$ cat src/rtl/xc20xx_lut_cfg_loader_pkg.sv
// Shared definitions for the LUT4 INIT configuration loader: state encoding,
// stream framing patterns and field widths.
package xc20xx_cfg_pkg;

  typedef enum logic [2:0] {
    ST_IDLE   = 3'd0,
    ST_LENGTH = 3'd1,
    ST_POST   = 3'd2,
    ST_START  = 3'd3,
    ST_DATA   = 3'd4,
    ST_STOP   = 3'd5,
    ST_DONE   = 3'd6,
    ST_ERR    = 3'd7
  } cfg_state_e;

  localparam logic [3:0] PREAMBLE     = 4'b0010;
  localparam logic [3:0] POSTAMBLE    = 4'b1111;
  localparam int         LEN_W        = 24;
  localparam int         FRAME_DATA_W = 16;
  localparam int         STOP_BITS    = 3;

endpackage

$ cat src/rtl/xc20xx_lut_cfg_loader_if.sv
// Serial stream input and INIT-write output bundle of the LUT4 config loader.
interface xc20xx_lut_cfg_loader_if #(parameter int ADDR_W = 6);

  logic              DIN;
  logic              DIN_VALID;
  logic              CFG_WE;
  logic [ADDR_W-1:0] CFG_ADDR;
  logic [15:0]       CFG_DATA;
  logic              BUSY;
  logic              DONE;
  logic              ERROR;

  // master: the loader itself; slave: the stream source / LUT store side
  modport master (
    input  DIN, DIN_VALID,
    output CFG_WE, CFG_ADDR, CFG_DATA, BUSY, DONE, ERROR
  );

  modport slave (
    output DIN, DIN_VALID,
    input  CFG_WE, CFG_ADDR, CFG_DATA, BUSY, DONE, ERROR
  );

endinterface

$ cat src/rtl/xc20xx_lut_cfg_loader_shift.sv
// Width-parameterised MSB-first shift register with enable and clear.
// Clear wins over enable and loads all zeros.
module xc20xx_cfg_shift #(
  parameter int             W       = 16,
  parameter logic [W-1:0]   RST_VAL = '0
) (
  input  logic         clk,
  input  logic         rst_n,
  input  logic         clr,
  input  logic         en,
  input  logic         din,
  output logic [W-1:0] q
);

  logic [W-1:0] sh_q, sh_d;

  always_comb begin
    sh_d = sh_q;
    if (clr)
      sh_d = '0;
    else if (en)
      sh_d = {sh_q[W-2:0], din};
  end

  always_ff @(posedge clk or negedge rst_n) begin
    if (!rst_n)
      sh_q <= RST_VAL;
    else
      sh_q <= sh_d;
  end

  assign q = sh_q;

endmodule

$ cat src/rtl/xc20xx_lut_cfg_loader.sv
// Bit-serial configuration loader: parses preamble, length, postamble and
// framed INIT words, issuing one 16-bit INIT write per LUT.
//
//   state     | meaning
//   ----------+--------------------------------------------------
//   ST_IDLE   | hunting for preamble 0010 in the idle-ones stream
//   ST_LENGTH | shifting in the 24-bit LUT count L
//   ST_POST   | checking the four postamble ones
//   ST_START  | waiting for a frame start bit (0); finishes when index == L
//   ST_DATA   | shifting in 16 INIT bits, MSB first
//   ST_STOP   | checking three stop ones, then issuing the write
//   ST_DONE   | all frames written, input ignored until reset
//   ST_ERR    | framing or length fault, input ignored until reset
module xc20xx_lut_cfg_loader
  import xc20xx_cfg_pkg::*;
#(
  parameter int NUM_LUTS = 64,
  parameter int ADDR_W   = 6
) (
  input  logic                   CLK,
  input  logic                   RESET_N,
  xc20xx_lut_cfg_loader_if.master cfg
);

  cfg_state_e                state_q, state_d;
  logic [4:0]                cnt_q, cnt_d;
  logic [ADDR_W:0]           idx_q, idx_d;
  logic                      we_q, we_d;
  logic [ADDR_W-1:0]         addr_q, addr_d;
  logic [FRAME_DATA_W-1:0]   data_q, data_d;

  logic                      hdr_en, hdr_clr, dat_en;
  logic [LEN_W-1:0]          hdr;
  logic [LEN_W-1:0]          hdr_next;
  logic [FRAME_DATA_W-1:0]   frame;

  // The header shifter doubles as the preamble window (low 4 bits) and L.
  xc20xx_cfg_shift #(.W(LEN_W), .RST_VAL({LEN_W{1'b1}})) u_hdr (
    .clk(CLK), .rst_n(RESET_N), .clr(hdr_clr), .en(hdr_en), .din(cfg.DIN), .q(hdr)
  );

  xc20xx_cfg_shift #(.W(FRAME_DATA_W), .RST_VAL('0)) u_data (
    .clk(CLK), .rst_n(RESET_N), .clr(1'b0), .en(dat_en), .din(cfg.DIN), .q(frame)
  );

  assign hdr_next = {hdr[LEN_W-2:0], cfg.DIN};

  always_comb begin
    state_d = state_q;
    cnt_d   = cnt_q;
    idx_d   = idx_q;
    we_d    = 1'b0;
    addr_d  = addr_q;
    data_d  = data_q;
    hdr_en  = 1'b0;
    hdr_clr = 1'b0;
    dat_en  = 1'b0;
    case (state_q)
      ST_IDLE: if (cfg.DIN_VALID) begin
        hdr_en = 1'b1;
        if (hdr_next[3:0] == PREAMBLE) begin
          hdr_clr = 1'b1;
          state_d = ST_LENGTH;
          cnt_d   = 5'(LEN_W - 1);
        end
      end
      ST_LENGTH: if (cfg.DIN_VALID) begin
        hdr_en = 1'b1;
        if (cnt_q == 5'd0) begin
          // full-width compare so oversize counts cannot alias into range
          if (hdr_next > LEN_W'(NUM_LUTS)) begin
            state_d = ST_ERR;
          end else begin
            state_d = ST_POST;
            cnt_d   = 5'($bits(POSTAMBLE) - 1);
          end
        end else begin
          cnt_d = cnt_q - 5'd1;
        end
      end
      ST_POST: if (cfg.DIN_VALID) begin
        if (cfg.DIN != POSTAMBLE[cnt_q[1:0]])
          state_d = ST_ERR;
        else if (cnt_q == 5'd0)
          state_d = (hdr == '0) ? ST_DONE : ST_START;
        else
          cnt_d = cnt_q - 5'd1;
      end
      ST_START: begin
        // index reaching L is checked here so DONE trails the last strobe
        if (LEN_W'(idx_q) == hdr) begin
          state_d = ST_DONE;
        end else if (cfg.DIN_VALID && !cfg.DIN) begin
          state_d = ST_DATA;
          cnt_d   = 5'(FRAME_DATA_W - 1);
        end
      end
      ST_DATA: if (cfg.DIN_VALID) begin
        dat_en = 1'b1;
        if (cnt_q == 5'd0) begin
          state_d = ST_STOP;
          cnt_d   = 5'(STOP_BITS - 1);
        end else begin
          cnt_d = cnt_q - 5'd1;
        end
      end
      ST_STOP: if (cfg.DIN_VALID) begin
        if (!cfg.DIN) begin
          state_d = ST_ERR;
        end else if (cnt_q == 5'd0) begin
          we_d    = 1'b1;
          addr_d  = idx_q[ADDR_W-1:0];
          data_d  = frame;
          idx_d   = idx_q + 1'b1;
          state_d = ST_START;
        end else begin
          cnt_d = cnt_q - 5'd1;
        end
      end
      default: state_d = state_q;
    endcase
  end

  always_ff @(posedge CLK or negedge RESET_N) begin
    if (!RESET_N) begin
      state_q <= ST_IDLE;
      cnt_q   <= '0;
      idx_q   <= '0;
      we_q    <= 1'b0;
      addr_q  <= '0;
      data_q  <= '0;
    end else begin
      state_q <= state_d;
      cnt_q   <= cnt_d;
      idx_q   <= idx_d;
      we_q    <= we_d;
      addr_q  <= addr_d;
      data_q  <= data_d;
    end
  end

  assign cfg.CFG_WE   = we_q;
  assign cfg.CFG_ADDR = addr_q;
  assign cfg.CFG_DATA = data_q;
  assign cfg.BUSY     = !(state_q inside {ST_IDLE, ST_DONE, ST_ERR});
  assign cfg.DONE     = (state_q == ST_DONE);
  assign cfg.ERROR    = (state_q == ST_ERR);

endmodule
$ cat src/flat_wrapper.sv
// flat-port wrapper written by rule: the top's interface ports become plain ports
module xc20xx_lut_cfg_loader_flat import xc20xx_cfg_pkg::*;
#(
  parameter int NUM_LUTS = 64,
  parameter int ADDR_W   = 6
)
  (CLK, RESET_N, cfg_DIN, cfg_DIN_VALID, cfg_CFG_WE, cfg_CFG_ADDR, cfg_CFG_DATA, cfg_BUSY, cfg_DONE, cfg_ERROR);
  xc20xx_lut_cfg_loader_if #(.ADDR_W(ADDR_W)) cfg_i ();
  input  logic CLK;
  input  logic RESET_N;
  input wire logic [$bits(cfg_i.DIN)-1:0] cfg_DIN;
  input wire logic [$bits(cfg_i.DIN_VALID)-1:0] cfg_DIN_VALID;
  output wire logic [$bits(cfg_i.CFG_WE)-1:0] cfg_CFG_WE;
  output wire logic [$bits(cfg_i.CFG_ADDR)-1:0] cfg_CFG_ADDR;
  output wire logic [$bits(cfg_i.CFG_DATA)-1:0] cfg_CFG_DATA;
  output wire logic [$bits(cfg_i.BUSY)-1:0] cfg_BUSY;
  output wire logic [$bits(cfg_i.DONE)-1:0] cfg_DONE;
  output wire logic [$bits(cfg_i.ERROR)-1:0] cfg_ERROR;
  assign cfg_i.DIN = cfg_DIN;
  assign cfg_i.DIN_VALID = cfg_DIN_VALID;
  assign cfg_CFG_WE = cfg_i.CFG_WE;
  assign cfg_CFG_ADDR = cfg_i.CFG_ADDR;
  assign cfg_CFG_DATA = cfg_i.CFG_DATA;
  assign cfg_BUSY = cfg_i.BUSY;
  assign cfg_DONE = cfg_i.DONE;
  assign cfg_ERROR = cfg_i.ERROR;
  xc20xx_lut_cfg_loader #(.NUM_LUTS(NUM_LUTS), .ADDR_W(ADDR_W)) u_core (.CLK(CLK), .RESET_N(RESET_N), .cfg(cfg_i));
endmodule
$ cat config.mk
export PLATFORM = sky130hd
export DESIGN_NAME = xc20xx_lut_cfg_loader_flat
export DESIGN_NICKNAME = d
export VERILOG_FILES = /design/src/rtl/xc20xx_lut_cfg_loader_pkg.sv /design/src/rtl/xc20xx_lut_cfg_loader_if.sv /design/src/rtl/xc20xx_lut_cfg_loader_shift.sv /design/src/rtl/xc20xx_lut_cfg_loader.sv /design/src/flat_wrapper.sv
export SDC_FILE = /design/constraint.sdc
export NUM_CORES = 1
export LEC_CHECK = 0
export BUFFER_PORTS_ARGS = -buffer_cell sky130_fd_sc_hd__buf_4
export CORE_MARGIN = 2
export CORE_UTILIZATION = 45
export DETAILED_ROUTE_END_ITERATION = 8
export PLACE_DENSITY_LB_ADDON = 0.15
export SLEW_MARGIN = 10
export SYNTH_ARGS = -nofsm -noshare
export SYNTH_HDL_FRONTEND = slang
export SYNTH_SLANG_ARGS = --single-unit
export TNS_END_PERCENT = 5
$ cat constraint.sdc
create_clock -name CLK -period 3.18 [get_ports CLK]
set_input_delay 0.636 -clock CLK [delete_from_list [all_inputs] [get_ports CLK]]
set_output_delay 0.636 -clock CLK [all_outputs]
set_load 0.1 [all_outputs]
==> impl_metrics.env, run 1 <==
export IMPL_result_of_the_run="completed"
export IMPL_via_to_cell_ratio=5.423
export IMPL_drc=0
export IMPL_timing_final_crit_share_pct=83.33
export IMPL_timing_critical_path_slowest_cell_delay_ps=810
export IMPL_hpwl_mm=4.711
export IMPL_maximum_capacitance_violations=0
export IMPL_netlist_area_pre_place_um2=3685
export IMPL_synth_edf_count=0
export IMPL_power_per_cell_area_nw_per_um2=454.2
export IMPL_clk_pin_slew_worst_paths_ps=80
export IMPL_die_height_um=94.49
export IMPL_crit_path_start="u_core.state_q[0]"
export IMPL_drt_antenna_violating_nets=0
export IMPL_timing_critical_path_from_type="flip-flop"
export IMPL_grt_pass1_wl_mm=12.38
export IMPL_finalNetCount=370
export IMPL_die_area_um2=8928
export IMPL_rr_worst_depth=6
export IMPL_cell_breakdown_of_the_critical_path="nor3_1 -> buf_4 -> a21oi_1 -> buf_4"
export IMPL_route_vias_total=2554
export IMPL_area_growth_syn_to_layout_pct=16.06
export IMPL_timing_rr_end="u_core.cnt_q[2]"
export IMPL_critical_path_slowest_cell="sky130_fd_sc_hd__dfrtp_1"
export IMPL_grt_setup_unrepaired="no"
export IMPL_postCtsSetupBuffers=0
export IMPL_die_w_um=94.49
export IMPL_fraction_of_final_layout_cells_sized_beyond_drive_strength_1_pct=34.15
export IMPL_final_setup_skew_ps=8.626
export IMPL_synth_net_count=343
export IMPL_final_max_slew_violation_count=0
export IMPL_post_synth_inst_count=334
export IMPL_detail_route_wl_per_cell_um=15.22
export IMPL_maxClockFrequency_mhz=377.4
export IMPL_initial_core_util_pct=45.53
export IMPL_cp_required_ps=2540
export IMPL_finalWirelength_mm=7.169
export IMPL_critPathArrivalTime_ps=2010
export IMPL_tritoncts="yes"
export IMPL_timing_final_setup_violations=0
export IMPL_worst_path_most_repeated_cell="sky130_fd_sc_hd__buf_4"
export IMPL_final_weighted_congestion_in_routability_driven_placement=0.8367
export IMPL_reg2reg_slack_ps=650
export IMPL_dominantRegCellSynth="sky130_fd_sc_hd__dfrtp_1"
export IMPL_rr_startpoint="u_core.state_q[0]"
export IMPL_core_area_um2=8093
export IMPL_synth_yosys_seq_area_share_pct=53.79
export IMPL_io_buffer_count=29
export IMPL_fin_crit_ps=2650
export IMPL_root_buffer="sky130_fd_sc_hd__clkbuf_8"
export IMPL_worst_hold_check_path_type="in2async"
export IMPL_total_power_w=0.001942
export IMPL_leakage_nw=1.945
export IMPL_synth_cell_types=52
export IMPL_n_antenna_cell=0
export IMPL_crit_type="reg2out"
export IMPL_placement_rows=33
export IMPL_io_pins=30
export IMPL_mean_instance_size_in_the_synthesized_netlist_um2=11.03
export IMPL_tightest_slew_ps=963.1
export IMPL_endpoint="cfg_BUSY"
export IMPL_yosysWarnings=0
export IMPL_detailedRoute_firstIterationViolations=138
export IMPL_clk_insertion_delay_late_ps=350
export IMPL_synth_async_sr_flop_share_pct=100.0
export IMPL_number_of_antenna_violations_at_the_first_check_in_global_routing=0
export IMPL_cts_sinks=78
export IMPL_synth_seq_cells=78
export IMPL_clk_buf_depth=2
export IMPL_cts_resized=0
export IMPL_timing_setup_tns_ps=0
export IMPL_grt_start_max_net_pins=79
export IMPL_vdd_ir_drop_worst_uv=340.1
export IMPL_relSlewSlack_pct=35.79
export IMPL_vias_in_the_first_global_route=2488
export IMPL_drt_first_pass_iters=4
export IMPL_crit_fanout=24
export IMPL_hold_violations=0
export IMPL_endpoint_kind="output port"
export IMPL_leftover_overflow_at_the_end_of_global_routing=0
export IMPL_cts_hold_buf=0
export IMPL_cts_buffers_inserted=9
export IMPL_cts_htree_levels=3
export IMPL_groute_usage_overall_pct=17.69
-- stage by stage --
step	utilization [%]	instance area, µm²	setup WS (ps)	hold slack (ps)	std cells
after CTS	52.84	4277	548.5	472.0	471
after detailed placement	49.74	4025	429.0	467.5	455
after global placement	49.74	4025	478.6	463.2	455
after global routing	52.84	4277	431.1	481.9	471
after floorplan	-	3690	259.2	340.4	334
final	52.84	4277	530.1	408.3	471
-- state kept, by name, indices dropped and copies added (netlist names) --
register,count
u_core.u_hdr.q,24
u_core.u_data.q,16
u_core.cfg.CFG_WE,1
u_core.cnt_q,5
u_core.cfg.CFG_DATA,16
u_core.state_q,3
u_core.idx_q,7
u_core.cfg.CFG_ADDR,6
-- layout make-up --
type	instances	area (µm²)
clock buffers	9	123.9
clock inverters	7	127.6
fillers	763	3816
inverters	7	26.28
multi-input cells	232	1625
flip-flops and latches	78	1982
well taps	105	131.4
repair buffers	33	260.3
-- worst min-delay path by stage --
| stage | cells after the start | startpoint | end |
|---|---|---|---|
| 3_5_place_dp | 2 | u_core.u_hdr.q[15] | u_core.u_hdr.q[16] |
| 6_report | 1 | RESET_N | u_core.state_q[2] |
| 3_3_place_gp | 2 | u_core.u_hdr.q[12] | u_core.u_hdr.q[13] |
| 4_1_cts | 1 | RESET_N | u_core.cfg.CFG_WE |
| 2_1_floorplan | 0 | RESET_N | u_core.cfg.CFG_ADDR[0] |
| 5_1_grt | 2 | u_core.u_hdr.q[10] | u_core.u_hdr.q[11] |
-- critical path, delay by kind of cell, from the launching register on --
| kind | cells | cell delay [ps] |
|---|---|---|
| flip-flops | 1 | 810 |
| buffers and inverters | 2 | 510 |
| AND/OR/NAND/NOR | 1 | 190 |
| AO/OA/AOI/OAI | 1 | 150 |
-- synthesized netlist by cell type, types with 2 or more instances --
| master | count | area (µm²) |
|---|---|---|
| sky130_fd_sc_hd__nand2_1 | 59 | 221.5 |
| sky130_fd_sc_hd__dfrtp_1 | 54 | 1351 |
| sky130_fd_sc_hd__mux2_2 | 39 | 439.2 |
| sky130_fd_sc_hd__a21oi_1 | 33 | 165.2 |
| sky130_fd_sc_hd__dfstp_2 | 24 | 630.6 |
| sky130_fd_sc_hd__clkbuf_1 | 14 | 52.55 |
| sky130_fd_sc_hd__xnor2_1 | 12 | 105.1 |
| sky130_fd_sc_hd__nor2_1 | 8 | 30.03 |
| sky130_fd_sc_hd__nor4_1 | 8 | 50.05 |
| sky130_fd_sc_hd__inv_1 | 7 | 26.28 |
| sky130_fd_sc_hd__nand4_1 | 6 | 37.54 |
| sky130_fd_sc_hd__ha_1 | 5 | 62.56 |
| sky130_fd_sc_hd__o21ai_0 | 5 | 25.02 |
| sky130_fd_sc_hd__nor3_1 | 4 | 20.02 |
| sky130_fd_sc_hd__a31oi_1 | 3 | 18.77 |
| sky130_fd_sc_hd__and3_1 | 3 | 18.77 |
| sky130_fd_sc_hd__buf_2 | 3 | 15.01 |
| sky130_fd_sc_hd__nand3_1 | 3 | 15.01 |
| sky130_fd_sc_hd__o22ai_1 | 3 | 18.77 |
| sky130_fd_sc_hd__and2_1 | 2 | 12.51 |
| sky130_fd_sc_hd__mux2_4 | 2 | 30.03 |
| sky130_fd_sc_hd__mux2i_1 | 2 | 20.02 |
| sky130_fd_sc_hd__nand2b_1 | 2 | 12.51 |
| sky130_fd_sc_hd__nor2b_1 | 2 | 12.51 |
| sky130_fd_sc_hd__nor3b_1 | 2 | 15.01 |
| sky130_fd_sc_hd__o21bai_1 | 2 | 15.01 |
| sky130_fd_sc_hd__xor2_1 | 2 | 17.52 |
-- power by group --
group          internal (W)  total [W]  switching (W)
Clock              0.000534   0.000921       0.000387
Combinational    0.00000441  0.0000279      0.0000235
Sequential         0.000993   0.000994    0.000000632
Total               0.00153    0.00194       0.000411
-- per-layer routing --
metal | track usage, % | vias up | wire (µm)
li1 | - | 1234 | -
met1 | 25.03 | 1258 | 3402
met2 | 26.61 | 51 | 3326
met3 | 5.347 | 11 | 337
met4 | 4.710 | 0 | 103
met5 | 0 | - | 0
-- placed cells by master, fill, tap and decap left out, drive strengths merged, types with 2 or more instances in the layout --
master	n
dfstp	24
and3b	2
ha	5
mux2	41
mux2i	2
clkbuf	9
nand2b	2
xor2	2
and3	3
buf	33
a21oi	33
nor4	8
nor2b	2
nor3b	2
o21bai	2
and2	2
a21bo	2
nand3	3
o21ai	5
bufinv	3
nor3	5
a31oi	3
nand2	60
nand4	6
nor2	8
inv	10
o22ai	3
xnor2	12
dfrtp	54
-- kinds of logic after synthesis --
family / Yosys count / share of synthesized area (%)
adders and majority gates: 5 / 1.698
DFF: 78 / 53.79
buffers and inverters: 24 / 2.547
and+or+nand+nor: 105 / 13.65
AOI/OAI and AO/OA: 65 / 11.72
muxes: 43 / 13.28
xor gates and xnor gates: 14 / 3.328
No activity file was read; power rests on OpenSTA's default activity.
==> run 2: changes to the inputs <==
==> constraint.sdc (replaced) <==
create_clock -name CLK -period 2.7 [get_ports CLK]
set_input_delay 0.54 -clock CLK [delete_from_list [all_inputs] [get_ports CLK]]
set_output_delay 0.54 -clock CLK [all_outputs]
set_load 0.1 [all_outputs]
==> run 2 against run 1 <==
Effect of this change: first-iteration DRC count decreased by 17%; clock power decreased by 2.2%; wire length decreased by 1.3%; final cell count increased by 2.1%; flip-flop and latch count unchanged; total power increased by 8.7%; sequential power increased by 18%; clock-buffer cell count unchanged; via count increased by 1.2%; combinational power increased by 41%; die area unchanged; non-clock buffer count increased by 10; largest power group unchanged; highest routed layer unchanged.
==> impl_metrics.env, run 2 (synthesized netlist as in run 1, its figures left out) <==
export IMPL_postCtsSetupBuffers=0
export IMPL_cell_internal_pwr_w=0.001617
export IMPL_die_w_um=94.49
export IMPL_cts_buffers_inserted=9
export IMPL_finalNetCount=380
export IMPL_fraction_of_final_layout_cells_sized_beyond_drive_strength_1_pct=36.17
export IMPL_fillerInstances=745
export IMPL_result_of_the_run="completed"
export IMPL_endpoint_kind="flip-flop"
export IMPL_tritoncts="yes"
export IMPL_crit_fanout=5
export IMPL_core_area_um2=8093
export IMPL_relSlewSlack_pct=59.05
export IMPL_rr_startpoint="u_core.u_hdr.q[0]"
export IMPL_n_antenna_cell=0
export IMPL_number_of_antenna_violations_at_the_first_check_in_global_routing=0
export IMPL_final_max_slew_violation_count=0
export IMPL_detail_route_wl_per_cell_um=14.72
export IMPL_via_to_cell_ratio=5.374
export IMPL_timing_rr_end="u_core.cnt_q[1]"
export IMPL_route_vias_total=2585
export IMPL_crit_type="reg2reg"
export IMPL_share_clk_of_total_power_pct=42.7
export IMPL_final_setup_skew_ps=12.60
export IMPL_clk_pin_slew_worst_paths_ps=90
export IMPL_cp_num_buf_inv=0
export IMPL_hold_violations=0
export IMPL_hold_ws_ps=186.3
export IMPL_io_pins=30
export IMPL_final_weighted_congestion_in_routability_driven_placement=0.8252
export IMPL_layout_cells_most_common="sky130_fd_sc_hd__nand2_1"
export IMPL_grt_start_max_net_pins=47
export IMPL_vdd_ir_drop_worst_uv=392.4
export IMPL_initial_core_util_pct=45.53
export IMPL_cp_required_ps=2950
export IMPL_cell_breakdown_of_the_critical_path="or4b_4 -> a221oi_2 -> o211a_1 -> a21bo_4 -> o21ba_4 -> mux2_4"
export IMPL_power_share_combinational_pct=1.9
export IMPL_fin_cells=481
export IMPL_cts_sinks=78
export IMPL_cts_htree_levels=3
export IMPL_drc=0
export IMPL_clk_insertion_delay_late_ps=350
export IMPL_largest_register_ff_count=24
export IMPL_die_height_um=94.49
export IMPL_p_seq_share_pct=55.4
export IMPL_drt_antenna_violating_nets=0
export IMPL_preCtsSetupSlack_ps=123.7
export IMPL_area_growth_syn_to_layout_pct=16.88
export IMPL_detailedRoute_firstIterationViolations=114
export IMPL_dpl_cell_area_um2=4104
export IMPL_switching_share_pct=23.40
export IMPL_io_buffer_count=29
export IMPL_timing_critical_path_from_type="flip-flop"
export IMPL_maximum_capacitance_violations=0
export IMPL_rr_worst_depth=6
export IMPL_tightest_slew_ps=614.3
export IMPL_root_buffer="sky130_fd_sc_hd__clkbuf_8"
export IMPL_power_per_cell_area_nw_per_um2=490.2
export IMPL_groute_usage_overall_pct=17.39
export IMPL_leakage_nw=1.965
export IMPL_drt_first_pass_iters=4
export IMPL_hpwl_mm=4.781
export IMPL_largest_delay_share_family_worst_path="compound AO/OA/AOI/OAI gates"
export IMPL_reg2reg_slack_ps=230
export IMPL_final_setup_worst_slack_ps=233.6
export IMPL_vias_in_the_first_global_route=2362
export IMPL_critical_path_slowest_cell="sky130_fd_sc_hd__dfstp_2"
export IMPL_cts_hold_buf=0
export IMPL_timing_final_setup_violations=0
export IMPL_timing_final_crit_share_pct=91.35
export IMPL_postLayoutCoreUtil_pct=53.22
export IMPL_dp_cells=465
export IMPL_total_switching_power_w=0.0004940
export IMPL_die_area_um2=8928
export IMPL_leftover_overflow_at_the_end_of_global_routing=0
export IMPL_grt_pass1_wl_mm=11.99
export IMPL_cts_resized=0
export IMPL_post_route_cell_area_um2=4307
export IMPL_maxClockFrequency_mhz=405.4
export IMPL_critPathArrivalTime_ps=2710
export IMPL_worst_hold_check_path_type="in2async"
export IMPL_finalWirelength_mm=7.079
export IMPL_fin_crit_ps=2466
export IMPL_clk_buf_depth=2
export IMPL_placement_rows=33
export IMPL_grt_setup_unrepaired="no"
export IMPL_timing_critical_path_slowest_cell_delay_ps=580
export IMPL_layout_common_cells="sky130_fd_sc_hd__nand2_1 (59), sky130_fd_sc_hd__dfrtp_1 (54), sky130_fd_sc_hd__buf_4 (42), sky130_fd_sc_hd__mux2_2 (39), sky130_fd_sc_hd__a21oi_1 (32)"
==> run 2: changes by cell type in the layout (fill, tap and decap cells not counted), sizes merged <==
cell | before | now
bufinv | 3 | 1
clkinvlp | 0 | 2
buf | 33 | 43
==> run 2: area by class of cell <==
class | instances | area [µm²] | area share (%)
clock buffer | 9 | 123.9 | 2.876
clock inverter | 7 | 78.83 | 1.830
inverter | 7 | 26.28 | 0.6101
multi-input combinational | 232 | 1629 | 37.83
sequential | 78 | 1982 | 46.02
tap | 105 | 131.4 | 3.051
timing repair buffer | 43 | 335.3 | 7.786
==> run 2: worst max path at each step <==
| stage | cells past startpoint | slack (ps) | endpoint | startpoint |
|---|---|---|---|---|
| 3_5_place_dp | 7 | 120 | u_core.cnt_q[1] | cfg_DIN |
| 5_1_grt | 7 | 140 | u_core.cfg.CFG_DATA[5] | u_core.cnt_q[0] |
| 2_1_floorplan | 4 | -120 | cfg_DONE | u_core.state_q[2] |
| 6_report | 6 | 230 | u_core.cnt_q[1] | u_core.u_hdr.q[0] |
| 4_1_cts | 6 | 250 | u_core.cnt_q[1] | u_core.u_hdr.q[0] |
| 3_3_place_gp | 7 | 150 | u_core.cnt_q[2] | cfg_DIN |
==> run 2: stage by stage <==
step | power (W) | TNS, ps
detailed placement | 0.001233 | 0
CTS | 0.002138 | 0
finish | 0.002111 | 0
floorplan | 0.001198 | -117.5
global placement | 0.001233 | 0
global route | 0.002200 | 0
==> run 2: power groups by stage <==
stage / registers, W / logic (W) / clock network [W]
floorplan: 0.00119 / 0.00000582 / 0
CTS: 0.00117 / 0.0000415 / 0.000926
finish: 0.00117 / 0.0000392 / 0.000901
global placement: 0.00119 / 0.0000407 / 0
detailed placement: 0.00119 / 0.0000413 / 0
global route: 0.00117 / 0.0000455 / 0.000984
==> run 2: layer usage <==
layer	vias to the layer above	share of wire, %	global-route usage [%]
met4	0	2.0	8.213
li1	1257	-	-
met2	44	45	24.88
met1	1270	49	25.29
met5	-	0	0
met3	14	3.5	3.671
==> run 3: changes to the inputs <==
--- a/config.mk
+++ b/config.mk
@@ -5,11 +5,13 @@
 export SDC_FILE = /design/constraint.sdc
 export NUM_CORES = 1
 export LEC_CHECK = 0
-export BUFFER_PORTS_ARGS = -buffer_cell sky130_fd_sc_hd__buf_4
+export BUFFER_PORTS_ARGS = -buffer_cell sky130_fd_sc_hd__buf_2
 export CORE_MARGIN = 2
 export CORE_UTILIZATION = 45
 export DETAILED_ROUTE_END_ITERATION = 8
+export GPL_TIMING_DRIVEN = 0
 export PLACE_DENSITY_LB_ADDON = 0.15
+export RECOVER_POWER = 100
 export SLEW_MARGIN = 10
 export SYNTH_ARGS = -nofsm -noshare
 export SYNTH_HDL_FRONTEND = slang
==> run 3 against run 2 <==
Effect of this change: non-clock buffer count is 6 higher; die area stayed put; sequential power hardly changed; critical path depth is 2 lower; total power is 3.9% lower; largest cell class unchanged; worst hold slack better by 290 ps.
==> impl_metrics.env, run 3 (synthesized netlist as in run 1, its figures left out) <==
export IMPL_vdd_ir_drop_worst_uv=272.7
export IMPL_initial_core_util_pct=45.53
export IMPL_preCtsSetupSlack_ps=-91.57
export IMPL_detailedRoute_firstIterationViolations=121
export IMPL_grt_setup_unrepaired="yes"
export IMPL_leakage_nw=1.815
export IMPL_finalWirelength_mm=7.453
export IMPL_core_area_um2=8093
export IMPL_cts_sinks=78
export IMPL_worst_hold_check_path_type="reg2reg"
export IMPL_drt_first_pass_iters=4
export IMPL_result_of_the_run="completed"
export IMPL_timing_final_setup_violations=0
export IMPL_tightest_slew_ps=1485
export IMPL_tritoncts="yes"
export IMPL_fraction_of_final_layout_cells_sized_beyond_drive_strength_1_pct=26.70
export IMPL_maxClockFrequency_mhz=378.3
export IMPL_root_buffer="sky130_fd_sc_hd__clkbuf_8"
export IMPL_layout_common_cells="sky130_fd_sc_hd__nand2_1 (60), sky130_fd_sc_hd__dfrtp_1 (54), sky130_fd_sc_hd__mux2_2 (39), sky130_fd_sc_hd__clkbuf_1 (37), sky130_fd_sc_hd__a21oi_1 (32)"
export IMPL_final_max_slew_violation_count=0
export IMPL_cp_required_ps=2160
export IMPL_final_weighted_congestion_in_routability_driven_placement=0.9047
export IMPL_hpwl_mm=5.171
export IMPL_critPathArrivalTime_ps=2100
export IMPL_groute_usage_overall_pct=18.48
export IMPL_vias_in_the_first_global_route=2429
export IMPL_detail_route_wl_per_cell_um=15.30
export IMPL_share_clk_of_total_power_pct=40.6
export IMPL_layout_cells_most_common="sky130_fd_sc_hd__nand2_1"
export IMPL_die_height_um=94.49
export IMPL_timing_critical_path_from_type="flip-flop"
export IMPL_area_growth_syn_to_layout_pct=12.43
export IMPL_drt_antenna_violating_nets=0
export IMPL_dp_cells=469
export IMPL_switching_share_pct=24.69
export IMPL_critical_path_slowest_cell="sky130_fd_sc_hd__dfrtp_1"
export IMPL_finalNetCount=386
export IMPL_cts_htree_levels=3
export IMPL_fin_cells=487
export IMPL_clk_pin_slew_worst_paths_ps=80
export IMPL_final_setup_worst_slack_ps=56.33
export IMPL_crit_type="reg2out"
export IMPL_io_buffer_count=29
export IMPL_relSlewSlack_pct=1.032
export IMPL_cell_internal_pwr_w=0.001527
export IMPL_timing_final_crit_share_pct=97.91
export IMPL_clk_insertion_delay_late_ps=360
export IMPL_n_antenna_cell=0
export IMPL_number_of_antenna_violations_at_the_first_check_in_global_routing=0
export IMPL_hold_ws_ps=475.7
export IMPL_cts_buffers_inserted=9
export IMPL_grt_start_max_net_pins=54
export IMPL_cell_breakdown_of_the_critical_path="clkbuf_1 -> clkbuf_2 -> and3_1 -> buf_2"
export IMPL_grt_pass1_wl_mm=12.63
export IMPL_total_switching_power_w=0.0005007
export IMPL_final_setup_skew_ps=8.849
export IMPL_power_per_cell_area_nw_per_um2=489.5
export IMPL_leftover_overflow_at_the_end_of_global_routing=0
export IMPL_postLayoutCoreUtil_pct=51.19
export IMPL_largest_delay_share_family_worst_path="buffers and inverters"
export IMPL_maximum_capacitance_violations=0
export IMPL_p_seq_share_pct=57.7
export IMPL_hold_violations=0
export IMPL_clk_buf_depth=2
export IMPL_power_share_combinational_pct=1.7
export IMPL_endpoint_kind="output port"
export IMPL_placement_rows=33
export IMPL_die_area_um2=8928
export IMPL_die_w_um=94.49
export IMPL_io_pins=30
export IMPL_route_vias_total=2617
export IMPL_largest_register_ff_count=24
export IMPL_crit_fanout=10
export IMPL_via_to_cell_ratio=5.374
export IMPL_cp_num_buf_inv=3
export IMPL_drc=0
export IMPL_timing_critical_path_slowest_cell_delay_ps=420
export IMPL_fin_crit_ps=2644
[run 3: cell count changes in the layout (fill, tap and decap cells not counted), sizes merged]
cell	change
buf	-40
bufinv	-1
clkbuf	+46
clkinv	-1
inv	+2
[run 3: power by group through the flow]
stage	Clock (W)	Combinational, W	Sequential (W)
after floorplan	0	0.00000582	0.00119
after global placement	0	0.0000356	0.00119
after detailed placement	0	0.0000410	0.00119
after CTS	0.000862	0.0000416	0.00117
after global routing	0.000905	0.0000406	0.00117
final	0.000823	0.0000347	0.00117
[run 3: final cells by class]
cell class,instances,area (µm²)
Buffer,17,71.32
Clock buffer,9,123.9
Clock inverter,7,61.31
Fill cell,782,3950
Inverter,7,26.28
Multi-Input combinational cell,232,1614
Sequential cell,78,1982
Tap cell,105,131.4
Timing Repair Buffer,32,132.6
[run 3: path summary, 6_finish.rpt]
check | startpoint | endpoint | slack [ps] | cells after the start
min reg2reg | u_core.u_hdr.q[12] | u_core.u_hdr.q[13] | 480 | 2
max | u_core.state_q[0] | cfg_ERROR | 60 | 4
max reg2reg | u_core.u_hdr.q[0] | u_core.cnt_q[2] | 70 | 6
min in group asynchronous | RESET_N | u_core.state_q[2] | 530 | 1
max in group asynchronous | RESET_N | u_core.cfg.CFG_DATA[4] | 660 | 2
min | u_core.u_hdr.q[12] | u_core.u_hdr.q[13] | 480 | 2
[run 3: per-layer routing]
metal | up-vias | track usage [%] | routed length [µm]
met5 | - | 0 | 0
met4 | 0 | 6.884 | 133
met3 | 13 | 3.911 | 273
met2 | 52 | 26.49 | 3364
met1 | 1278 | 27.60 | 3680
li1 | 1274 | - | -
[run 3: what timing repair did]
item                                   CTS  global route
buffers inserted                         0             2
endpoints found under the hold margin    0             0
pin swaps                                0             1
setup endpoints to repair               24            21
resized for setup                        5             2
hold buffers                             0             0
[run 3: worst min-delay path, cell delays in order (launching register included)]
cell and delay, ps:
sky130_fd_sc_hd__dfstp_2 380, sky130_fd_sc_hd__nand2_1 50, sky130_fd_sc_hd__a21oi_1 50
[run 3: stage by stage]
| step | cell area, µm² | total power (W) | TNS (ps) |
|---|---|---|---|
| 2_1_floorplan | 3694 | 0.001198 | -117.5 |
| 3_3_place_gp | 3970 | 0.001228 | -1288 |
| 3_5_place_dp | 4000 | 0.001233 | -1571 |
| 4_1_cts | 4202 | 0.002074 | 0 |
| 5_1_grt | 4143 | 0.002116 | -42.94 |
| 6_report | 4143 | 0.002028 | 0 |
